File: config.mk
export PLATFORM = sky130hd
export DESIGN_NAME = column_sweep_scheduler_flat
export DESIGN_NICKNAME = d
export VERILOG_FILES = /design/src/rtl/column_sweep_scheduler_pkg.sv /design/src/rtl/column_sweep_scheduler_if.sv /design/src/rtl/column_sweep_scheduler_flag_reduce.sv /design/src/rtl/column_sweep_scheduler.sv /design/src/flat_wrapper.sv
export SDC_FILE = /design/constraint.sdc
export NUM_CORES = 1
export LEC_CHECK = 0
export CAP_MARGIN = 10
export CORE_ASPECT_RATIO = 1.25
export CORE_MARGIN = 3
export CORE_UTILIZATION = 53
export DETAILED_ROUTE_END_ITERATION = 16
export GPL_TIMING_DRIVEN = 0
export PLACE_DENSITY_LB_ADDON = 0.05
export SYNTH_ARGS = -nofsm -noshare
export SYNTH_HDL_FRONTEND = slang
export SYNTH_SLANG_ARGS = --single-unit
File: constraint.sdc
create_clock -name clk -period 3.4 [get_ports clk]
set_input_delay 0.34 -clock clk [delete_from_list [all_inputs] [get_ports clk]]
set_output_delay 0.34 -clock clk [all_outputs]
set_load 0.005 [all_outputs]
File: src/rtl/column_sweep_scheduler_pkg.sv
// Shared definitions for the column sweep scheduler: FSM state encoding and
// default widths used by the scheduler, its interface and the top level.
package column_sweep_scheduler_pkg;

   localparam int NUM_COLS_DEF = 64;
   localparam int ROW_W_DEF    = 8;
   localparam int ITER_W_DEF   = 16;

   typedef enum logic [2:0] {
      ST_INIT       = 3'd0,
      ST_READY      = 3'd1,
      ST_ISSUE      = 3'd2,
      ST_WAIT_ACK   = 3'd3,
      ST_WAIT_DONE  = 3'd4,
      ST_ADVANCE    = 3'd5,
      ST_FRAME_HOLD = 3'd6,
      ST_ERROR      = 3'd7
   } sched_state_t;

endpackage

File: src/rtl/column_sweep_scheduler_if.sv
// Bundle between the scheduler, the build_column array and the VGA readout.
// master = scheduler side, slave = environment (columns, readout, control).
interface column_sweep_scheduler_if
   import column_sweep_scheduler_pkg::*;
#(
   parameter int NUM_COLS = NUM_COLS_DEF,
   parameter int ROW_W    = ROW_W_DEF,
   parameter int ITER_W   = ITER_W_DEF
) ();

   logic                run;
   logic [ROW_W-1:0]    height;
   logic [ITER_W-1:0]   iter_limit;
   logic [NUM_COLS-1:0] col_flag;
   logic                frame_ack;
   logic                start;
   logic [ROW_W-1:0]    row_idx;
   logic [ITER_W-1:0]   iter_cnt;
   logic                frame_done;
   logic                busy;
   logic                timeout_err;

   modport master (
      input  run, height, iter_limit, col_flag, frame_ack,
      output start, row_idx, iter_cnt, frame_done, busy, timeout_err
   );

   modport slave (
      output run, height, iter_limit, col_flag, frame_ack,
      input  start, row_idx, iter_cnt, frame_done, busy, timeout_err
   );

endinterface

File: src/rtl/column_sweep_scheduler_flag_reduce.sv
// Registered wide reduction of the per-column flags. all_done means every
// column has finished its row, all_ack means every column has left its wait
// state. Both carry one cycle of latency to keep the 64-input trees off the
// FSM's critical path.
module column_sweep_scheduler_flag_reduce #(
   parameter int NUM_COLS = 64
) (
   input  logic                clk,
   input  logic                reset,
   input  logic [NUM_COLS-1:0] col_flag,
   output logic                all_done,
   output logic                all_ack
);

   logic all_done_reg;
   logic all_ack_reg;

   // Register the AND / NOR reductions of the flag vector.
   always_ff @(posedge clk) begin
      if (reset) begin
         all_done_reg <= 1'b0;
         all_ack_reg  <= 1'b0;
      end else begin
         all_done_reg <= &col_flag;
         all_ack_reg  <= ~|col_flag;
      end
   end

   assign all_done = all_done_reg;
   assign all_ack  = all_ack_reg;

endmodule

File: src/rtl/column_sweep_scheduler.sv
// Sequences the build_column array through the heat-diffusion solve: waits
// out the column zero-fill, issues the shared start per row, waits for all
// columns to acknowledge and complete, counts rows/sweeps and holds at each
// frame boundary until the VGA readout has consumed the grid.
module column_sweep_scheduler
   import column_sweep_scheduler_pkg::*;
#(
   parameter int NUM_COLS = NUM_COLS_DEF,
   parameter int ROW_W    = ROW_W_DEF,
   parameter int ITER_W   = ITER_W_DEF,
   parameter int INIT_PAD = 8,
   parameter int TMO_CYC  = 64
) (
   input  logic                      clk,
   input  logic                      reset,
   column_sweep_scheduler_if.master  bus
);

   // Init count reaches 2*(2^ROW_W)+INIT_PAD at most; three extra bits cover it.
   localparam int CNT_W = ROW_W + 3;
   localparam int WD_W  = $clog2(TMO_CYC) + 1;

   sched_state_t      state_reg;
   logic [CNT_W-1:0]  init_cnt_reg;
   logic [WD_W-1:0]   wd_cnt_reg;
   logic [ROW_W-1:0]  height_reg;
   logic [ITER_W-1:0] iter_limit_reg;
   logic [ROW_W-1:0]  row_idx_reg;
   logic [ITER_W-1:0] iter_cnt_reg;
   logic              start_reg;
   logic              frame_done_reg;
   logic              busy_reg;
   logic              timeout_err_reg;

   logic              all_done;
   logic              all_ack;
   logic [CNT_W-1:0]  init_last;
   logic [ITER_W-1:0] iter_inc;
   logic [ITER_W-1:0] iter_target;
   logic              wd_expired;

   column_sweep_scheduler_flag_reduce #(
      .NUM_COLS (NUM_COLS)
   ) u_flag_reduce (
      .clk      (clk),
      .reset    (reset),
      .col_flag (bus.col_flag),
      .all_done (all_done),
      .all_ack  (all_ack)
   );

   // Last init count value: 2*(height+1)+INIT_PAD cycles in total.
   assign init_last   = CNT_W'({bus.height, 1'b0}) + CNT_W'(INIT_PAD + 1);
   assign iter_inc    = iter_cnt_reg + ITER_W'(1);
   // An iteration limit of zero behaves as one sweep per frame.
   assign iter_target = (iter_limit_reg == '0) ? ITER_W'(1) : iter_limit_reg;
   assign wd_expired  = (wd_cnt_reg == WD_W'(TMO_CYC - 1));

   // Scheduler FSM with its counters and registered outputs.
   always_ff @(posedge clk) begin
      if (reset) begin
         state_reg       <= ST_INIT;
         init_cnt_reg    <= '0;
         wd_cnt_reg      <= '0;
         height_reg      <= '0;
         iter_limit_reg  <= '0;
         row_idx_reg     <= '0;
         iter_cnt_reg    <= '0;
         start_reg       <= 1'b0;
         frame_done_reg  <= 1'b0;
         busy_reg        <= 1'b0;
         timeout_err_reg <= 1'b0;
      end else begin
         case (state_reg)
            ST_INIT: begin
               height_reg     <= bus.height;
               iter_limit_reg <= bus.iter_limit;
               if (init_cnt_reg == init_last) begin
                  init_cnt_reg <= '0;
                  state_reg    <= ST_READY;
               end else begin
                  init_cnt_reg <= init_cnt_reg + CNT_W'(1);
               end
            end
            ST_READY: begin
               if (bus.run) begin
                  start_reg <= 1'b1;
                  busy_reg  <= 1'b1;
                  state_reg <= ST_ISSUE;
               end
            end
            ST_ISSUE: begin
               wd_cnt_reg <= '0;
               state_reg  <= ST_WAIT_ACK;
            end
            ST_WAIT_ACK: begin
               if (all_ack) begin
                  start_reg  <= 1'b0;
                  wd_cnt_reg <= '0;
                  state_reg  <= ST_WAIT_DONE;
               end else if (wd_expired) begin
                  start_reg       <= 1'b0;
                  busy_reg        <= 1'b0;
                  timeout_err_reg <= 1'b1;
                  state_reg       <= ST_ERROR;
               end else begin
                  wd_cnt_reg <= wd_cnt_reg + WD_W'(1);
               end
            end
            ST_WAIT_DONE: begin
               if (all_done) begin
                  wd_cnt_reg <= '0;
                  state_reg  <= ST_ADVANCE;
               end else if (wd_expired) begin
                  busy_reg        <= 1'b0;
                  timeout_err_reg <= 1'b1;
                  state_reg       <= ST_ERROR;
               end else begin
                  wd_cnt_reg <= wd_cnt_reg + WD_W'(1);
               end
            end
            ST_ADVANCE: begin
               busy_reg <= 1'b0;
               if (row_idx_reg == height_reg) begin
                  row_idx_reg  <= '0;
                  iter_cnt_reg <= iter_inc;
                  if (iter_inc == iter_target) begin
                     frame_done_reg <= 1'b1;
                     state_reg      <= ST_FRAME_HOLD;
                  end else begin
                     state_reg <= ST_READY;
                  end
               end else begin
                  row_idx_reg <= row_idx_reg + ROW_W'(1);
                  state_reg   <= ST_READY;
               end
            end
            ST_FRAME_HOLD: begin
               if (bus.frame_ack) begin
                  iter_cnt_reg   <= '0;
                  frame_done_reg <= 1'b0;
                  state_reg      <= ST_READY;
               end
            end
            ST_ERROR: begin
               state_reg <= ST_ERROR;
            end
            default: begin
               state_reg <= ST_INIT;
            end
         endcase
      end
   end

   assign bus.start       = start_reg;
   assign bus.row_idx     = row_idx_reg;
   assign bus.iter_cnt    = iter_cnt_reg;
   assign bus.frame_done  = frame_done_reg;
   assign bus.busy        = busy_reg;
   assign bus.timeout_err = timeout_err_reg;

endmodule
File: src/flat_wrapper.sv
// flat-port wrapper written by rule: the top's interface ports become plain ports
module column_sweep_scheduler_flat import column_sweep_scheduler_pkg::*;
#(
   parameter int NUM_COLS = NUM_COLS_DEF,
   parameter int ROW_W    = ROW_W_DEF,
   parameter int ITER_W   = ITER_W_DEF,
   parameter int INIT_PAD = 8,
   parameter int TMO_CYC  = 64
)
  (clk, reset, bus_run, bus_height, bus_iter_limit, bus_col_flag, bus_frame_ack, bus_start, bus_row_idx, bus_iter_cnt, bus_frame_done, bus_busy, bus_timeout_err);
  column_sweep_scheduler_if #(.NUM_COLS(NUM_COLS), .ROW_W(ROW_W), .ITER_W(ITER_W)) bus_i ();
  input  logic clk;
  input  logic reset;
  input wire logic [$bits(bus_i.run)-1:0] bus_run;
  input wire logic [$bits(bus_i.height)-1:0] bus_height;
  input wire logic [$bits(bus_i.iter_limit)-1:0] bus_iter_limit;
  input wire logic [$bits(bus_i.col_flag)-1:0] bus_col_flag;
  input wire logic [$bits(bus_i.frame_ack)-1:0] bus_frame_ack;
  output wire logic [$bits(bus_i.start)-1:0] bus_start;
  output wire logic [$bits(bus_i.row_idx)-1:0] bus_row_idx;
  output wire logic [$bits(bus_i.iter_cnt)-1:0] bus_iter_cnt;
  output wire logic [$bits(bus_i.frame_done)-1:0] bus_frame_done;
  output wire logic [$bits(bus_i.busy)-1:0] bus_busy;
  output wire logic [$bits(bus_i.timeout_err)-1:0] bus_timeout_err;
  assign bus_i.run = bus_run;
  assign bus_i.height = bus_height;
  assign bus_i.iter_limit = bus_iter_limit;
  assign bus_i.col_flag = bus_col_flag;
  assign bus_i.frame_ack = bus_frame_ack;
  assign bus_start = bus_i.start;
  assign bus_row_idx = bus_i.row_idx;
  assign bus_iter_cnt = bus_i.iter_cnt;
  assign bus_frame_done = bus_i.frame_done;
  assign bus_busy = bus_i.busy;
  assign bus_timeout_err = bus_i.timeout_err;
  column_sweep_scheduler #(.NUM_COLS(NUM_COLS), .ROW_W(ROW_W), .ITER_W(ITER_W), .INIT_PAD(INIT_PAD), .TMO_CYC(TMO_CYC)) u_core (.clk(clk), .reset(reset), .bus(bus_i));
endmodule
# Word-level counts from Yosys, hierarchy flattened
# Index checks and enable logic that the tools add are counted.
# W data, S select, Z words.
[classes] add_sub_neg=5 n_eq_ne=19 mux=35 reduce_logical=16
[op_table] op="$reduce_and A64 Y1" count=1
[op_table] op="$reduce_or A64 Y1" count=1
[op_table] op="$mux W16" count=3
[op_table] op="$pmux W16 S2" count=1
[op_table] op="$mux W3" count=8
[op_table] op="$pmux W3 S8" count=1
[op_table] op="$mux W7" count=3
[op_table] op="$pmux W7 S3" count=1
[op_table] op="$add A16 B1 Y16 const B" count=1
[op_table] op="$eq A16 B16 Y1" count=1
[op_table] op="$logic_not A16 Y1" count=1
[op_table] op="$eq A3 B3 Y1 const B" count=4
[op_table] op="$mux W1" count=12
[op_table] op="$reduce_and A3 Y1" count=4
[op_table] op="$add A11 B1 Y11 const B" count=1
[op_table] op="$eq A11 B11 Y1" count=1
[op_table] op="$mux W11" count=1
[op_table] op="$add A9 B4 Y10 const B" count=1
[op_table] op="$add A8 B1 Y8 const B" count=1
[op_table] op="$eq A8 B8 Y1" count=1
[op_table] op="$mux W8" count=1
[op_table] op="$ne A2 B2 Y1 const B" count=4
[op_table] op="$reduce_and A4 Y1" count=2
[op_table] op="$add A7 B1 Y7 const B" count=1
[op_table] op="other kinds (12)" count=19
[word_totals] regBits=75

# Logic depth before layout (Yosys ltp)
# Gate-level depths: netlist (run 1).
[logic_depth] ltp_word=6 depth_mapped=9

# Modules after synthesis
# Synthesis (run 1) repeated with hierarchy kept, for this count alone.
[hier_totals] cells_unflattened=581 area_unflattened_um2=4449.3
[modules_own_cells] module="column_sweep_scheduler" instances=1 cells_each=533 area_each_um2=4129.0
[modules_own_cells] module="column_sweep_scheduler_flag_reduce" instances=1 cells_each=48 area_each_um2=320.3

# Worst setup path after synthesis (run 1)
# OpenSTA, ideal clock, no wires.
[synth_path] path_kind="flip-flop to flip-flop" from="register u_core.iter_cnt_reg[0] (netlist: u_core.bus.iter_cnt[0])" to="register u_core.state_reg[2]" setup_time_ns=0.086 t_arrival_ns=2.211 t_required_ns=3.314 slack_ns=1.103 stages_incl_launch_ff=9 path_buffers=1 path_cell_list="dfxtp_1 > ha_1 > clkbuf_1 > nand3_1 > o21ai_0 > o211ai_1 > nor4b_1 > nand4_2 > a221oi_2"
[synth_between] elab_chain_len=5
[synth_rtl] item="start: declaration" line_no="column_sweep_scheduler.sv:29" text="logic [ITER_W-1:0] iter_cnt_reg;"
[synth_rtl] item="start signal: assignment" line_no="column_sweep_scheduler.sv:126" text="iter_cnt_reg <= iter_inc;"
[synth_rtl] item="$add A16 B1 Y16" line_no="column_sweep_scheduler.sv:54" text="assign iter_inc = iter_cnt_reg + ITER_W'(1);"
[synth_rtl] item="$eq A16 B16 Y1" line_no="column_sweep_scheduler.sv:127" text="if (iter_inc == iter_target) begin"
[synth_rtl] item="$mux W3" line_no="column_sweep_scheduler.sv:127"
[synth_rtl] item="$mux W3" line_no="column_sweep_scheduler.sv:124" text="if (row_idx_reg == height_reg) begin"
[synth_rtl] item="$pmux W3 S8" line_no="column_sweep_scheduler.sv:74" text="case (state_reg)"
[synth_rtl] item="end signal: assignment" line_no="column_sweep_scheduler.sv:80" text="state_reg <= ST_READY;"
[synth_rtl] item="end signal: assignment" line_no="column_sweep_scheduler.sv:129" text="state_reg <= ST_FRAME_HOLD;"
[synth_rtl] item="end signal: assignment" line_no="column_sweep_scheduler.sv:131" text="state_reg <= ST_READY;"
[synth_rtl] item="end: declaration" line_no="column_sweep_scheduler.sv:23" text="sched_state_t state_reg;"
# Every way passes these cells.
# A chain may end at the register's enable or synchronous reset.

# Worst setup path in the final report (run 1)
# Ends and elaborated chain as after synthesis.

==> out/metrics.yaml, run 1 <==
status: "finished, final reports clean"
synth_common_cells: "77 x nand2_1, 75 x dfxtp_1, 63 x a21oi_1"
post_cts_buffers: 0
setup_violations: 0
crit_type: "flop to flop"
slew_headroom_pct: 51.0
place.detailed.hpwl_mm: 9.97
reg2reg_depth: 8
crit_fanout: 10
fin_crit_sh_pct: 88.6
wl_mm: 12.8
crit_path_start_kind: "flop"
drt-initial-drc-count: 328
core_area_mm2: 0.00788
max_cap_viol_count: 0
yosysSeqAreaShare_pct: 34.5
cts.path.max_buffers: 2
place_area_mm2: 0.00567
hp-class: "flop to flop"
die_y_um: 107
synth.distinct_cells: 60
via_count: 4877
synth_top_area_share_pct: 34.5
htree_levels: 3
grt_pass1_wl_mm: 21.0
grt_usage_pct: 27.8
viasPerCell: 6.08
gp_congestion: 0.950
path_delay_family: "simple AND/OR/NAND/NOR gates"
worstSkewPairLatency_ns: 0.37
synthArstFlopShare_pct: 0
syn_inst: 572
yosysWarnings: 0
portBuffers: 119
r2r-start: "u_core.bus.iter_cnt[0]"
syn_to_final_growth_pct: 35.0
fillers: 639
max_freq_mhz: 332
synth_nets: 669
cpPeakStageDelay_ns: 0.59
fin_util_pct: 74.6
netlist_area_mm2: 0.00436
period_needed_ns: 3.01
syn_area_per_cell_um2: 7.62
r2r_setup_slack_ns: 0.39
synthTopCellsByArea: "dfxtp_1 34%, a21oi_1 7.2%, nand2_1 6.6%"
hp-start: "u_core.height_reg[3]"
worst_pin_slew_ns: 0.732
synth.most_common_cell: "nand2_1"
worstPathRequired_ns: 3.67
final_nets: 799
instances_no_fill: 802
antenna_found_initial: 0
r2r_end: "u_core.state_reg[2]"
worstPathArrival_ns: 3.28
drc: 0
crit_buf_inv: 1
final_max_slew_viol_count: 0
design_area_mm2: 0.00588
hold_end: "u_core.height_reg[3]"
p_per_area_mw_per_mm2: 328
path_cells: "ha_1, clkbuf_1, nand3_1, o21ai_0, o211ai_1, nor4b_1, nand4_2, a221oi_2"
ys.flop_type: "dfxtp_1"
rsz0062_at_grt: "no"
cts_buffers: 9
initial_core_util_pct: 55.3
grt_max_degree: 14
holdPathStages: 2
slowest_stage: "dfxtp_1"
ant_nets: 0
place_inst: 786
rows: 36
wl_per_cell_um: 16.0
grt-ovfl-total: 0
ios: 120
fp.dieArea_mm2: 0.00935
drtPass1Iterations: 5
grt_pass1_vias: 4762
cts_tree: "done"
hold_viol_final: 0
cts_hold_buffers: 0
cp-end-kind: "flop"
cellLeakagePower_nw: 2.08
tns_ns: 0
synth-seq-cells: 75
antenna_cells: 0
clock_sinks: 75
yosysTopAreaCell: "dfxtp_1"
finClkSkew_ns: 0.0144
max-vdd-ir-drop_mv: 0.258
cts_resized: 0
drive_gt1_share_pct: 4.38
cts_root_buf: "clkbuf_8"
die_w_um: 87.1
path_clk_slew_ns: 0.08
synth_edf_count: 0
## per-layer routing
metal | up-vias | global-route usage, % | part of all wire (%)
met5 | - | 0 | 0
met3 | 50 | 5.97 | 7.2
li1 | 2344 | - | -
met2 | 228 | 49.5 | 50
met4 | 0 | 15.1 | 4.6
met1 | 2255 | 30.0 | 38
## kinds of logic after synthesis
logic type | count (synthesis) | synth area share (%)
flops | 75 | 34.5
compound gates | 127 | 17.1
buf+inv | 35 | 3.50
mux | 2 | 0.488
xor+xnor | 50 | 10.1
fa+ha+maj | 5 | 1.44
simple gates | 278 | 32.9
## worst min-delay path, stage by stage, from the launching register on
cell,delay (ns)
dfxtp_1,0.32
nand2_1,0.05
a21oi_1,0.05
## stage by stage
stage / hold slack [ns] / worst slack, ns / total power [mW]
2_1_floorplan: 0.448 / 1.10 / 1.02
3_3_place_gp: 0.455 / 0.469 / 1.17
3_5_place_dp: 0.459 / 0.347 / 1.18
4_1_cts: 0.469 / 0.462 / 1.93
5_1_grt: 0.499 / 0.302 / 1.99
6_report: 0.467 / 0.389 / 1.93
## where the power goes
| group | internal (mW) | switching, mW | total (mW) |
|---|---|---|---|
| sequential | 0.900 | 0.0229 | 0.923 |
| clock | 0.415 | 0.353 | 0.768 |
| combinational | 0.145 | 0.0955 | 0.240 |
## cells in the final DEF (no fill, tap or decap), types with 7 or more instances in the layout
| cell | n |
|---|---|
| inv_1 | 9 |
| clkdlybuf4s50_1 | 119 |
| nor4_1 | 29 |
| nor2_1 | 59 |
| clkbuf_8 | 9 |
| clkbuf_1 | 21 |
| nand2_1 | 77 |
| a21oi_1 | 63 |
| nor3_1 | 10 |
| xnor2_1 | 24 |
| nand4_1 | 32 |
| o21ai_0 | 31 |
| and3_1 | 7 |
| xor2_1 | 26 |
| or3_1 | 7 |
| dfxtp_1 | 75 |
| nand3_1 | 19 |
## how the worst max path moves through the flow
stage	startpoint	to	slack, ns	depth (start not counted)
finish	u_core.bus.iter_cnt[0]	u_core.state_reg[2]	0.39	8
CTS	u_core.bus.iter_cnt[0]	u_core.state_reg[2]	0.46	8
floorplan	u_core.bus.iter_cnt[0]	u_core.state_reg[2]	1.10	8
global route	u_core.bus.iter_cnt[0]	u_core.state_reg[2]	0.30	8
global placement	bus_height[2]	u_core.init_cnt_reg[5]	0.47	8
detailed placement	bus_height[2]	u_core.init_cnt_reg[4]	0.35	8
## layout make-up
cell class / count / area (um^2) / area share [%]
inverters: 9 / 33.8 / 0.574
clock buffers: 10 / 128 / 2.17
clock inverters: 6 / 88.8 / 1.51
plain buffers: 26 / 119 / 2.02
well taps: 95 / 119 / 2.02
multi-input cells: 462 / 2700 / 45.9
flip-flops and latches: 75 / 1500 / 25.5
repair buffers: 119 / 1190 / 20.2
Power figures use the tool's default switching activity.
==> run 2: changes to the inputs <==
SETUP_SLACK_MARGIN = 0.2   (was not set)
==> results of run 2 <==
No change in the layout: final DEF, timing and power equal those of run 1.
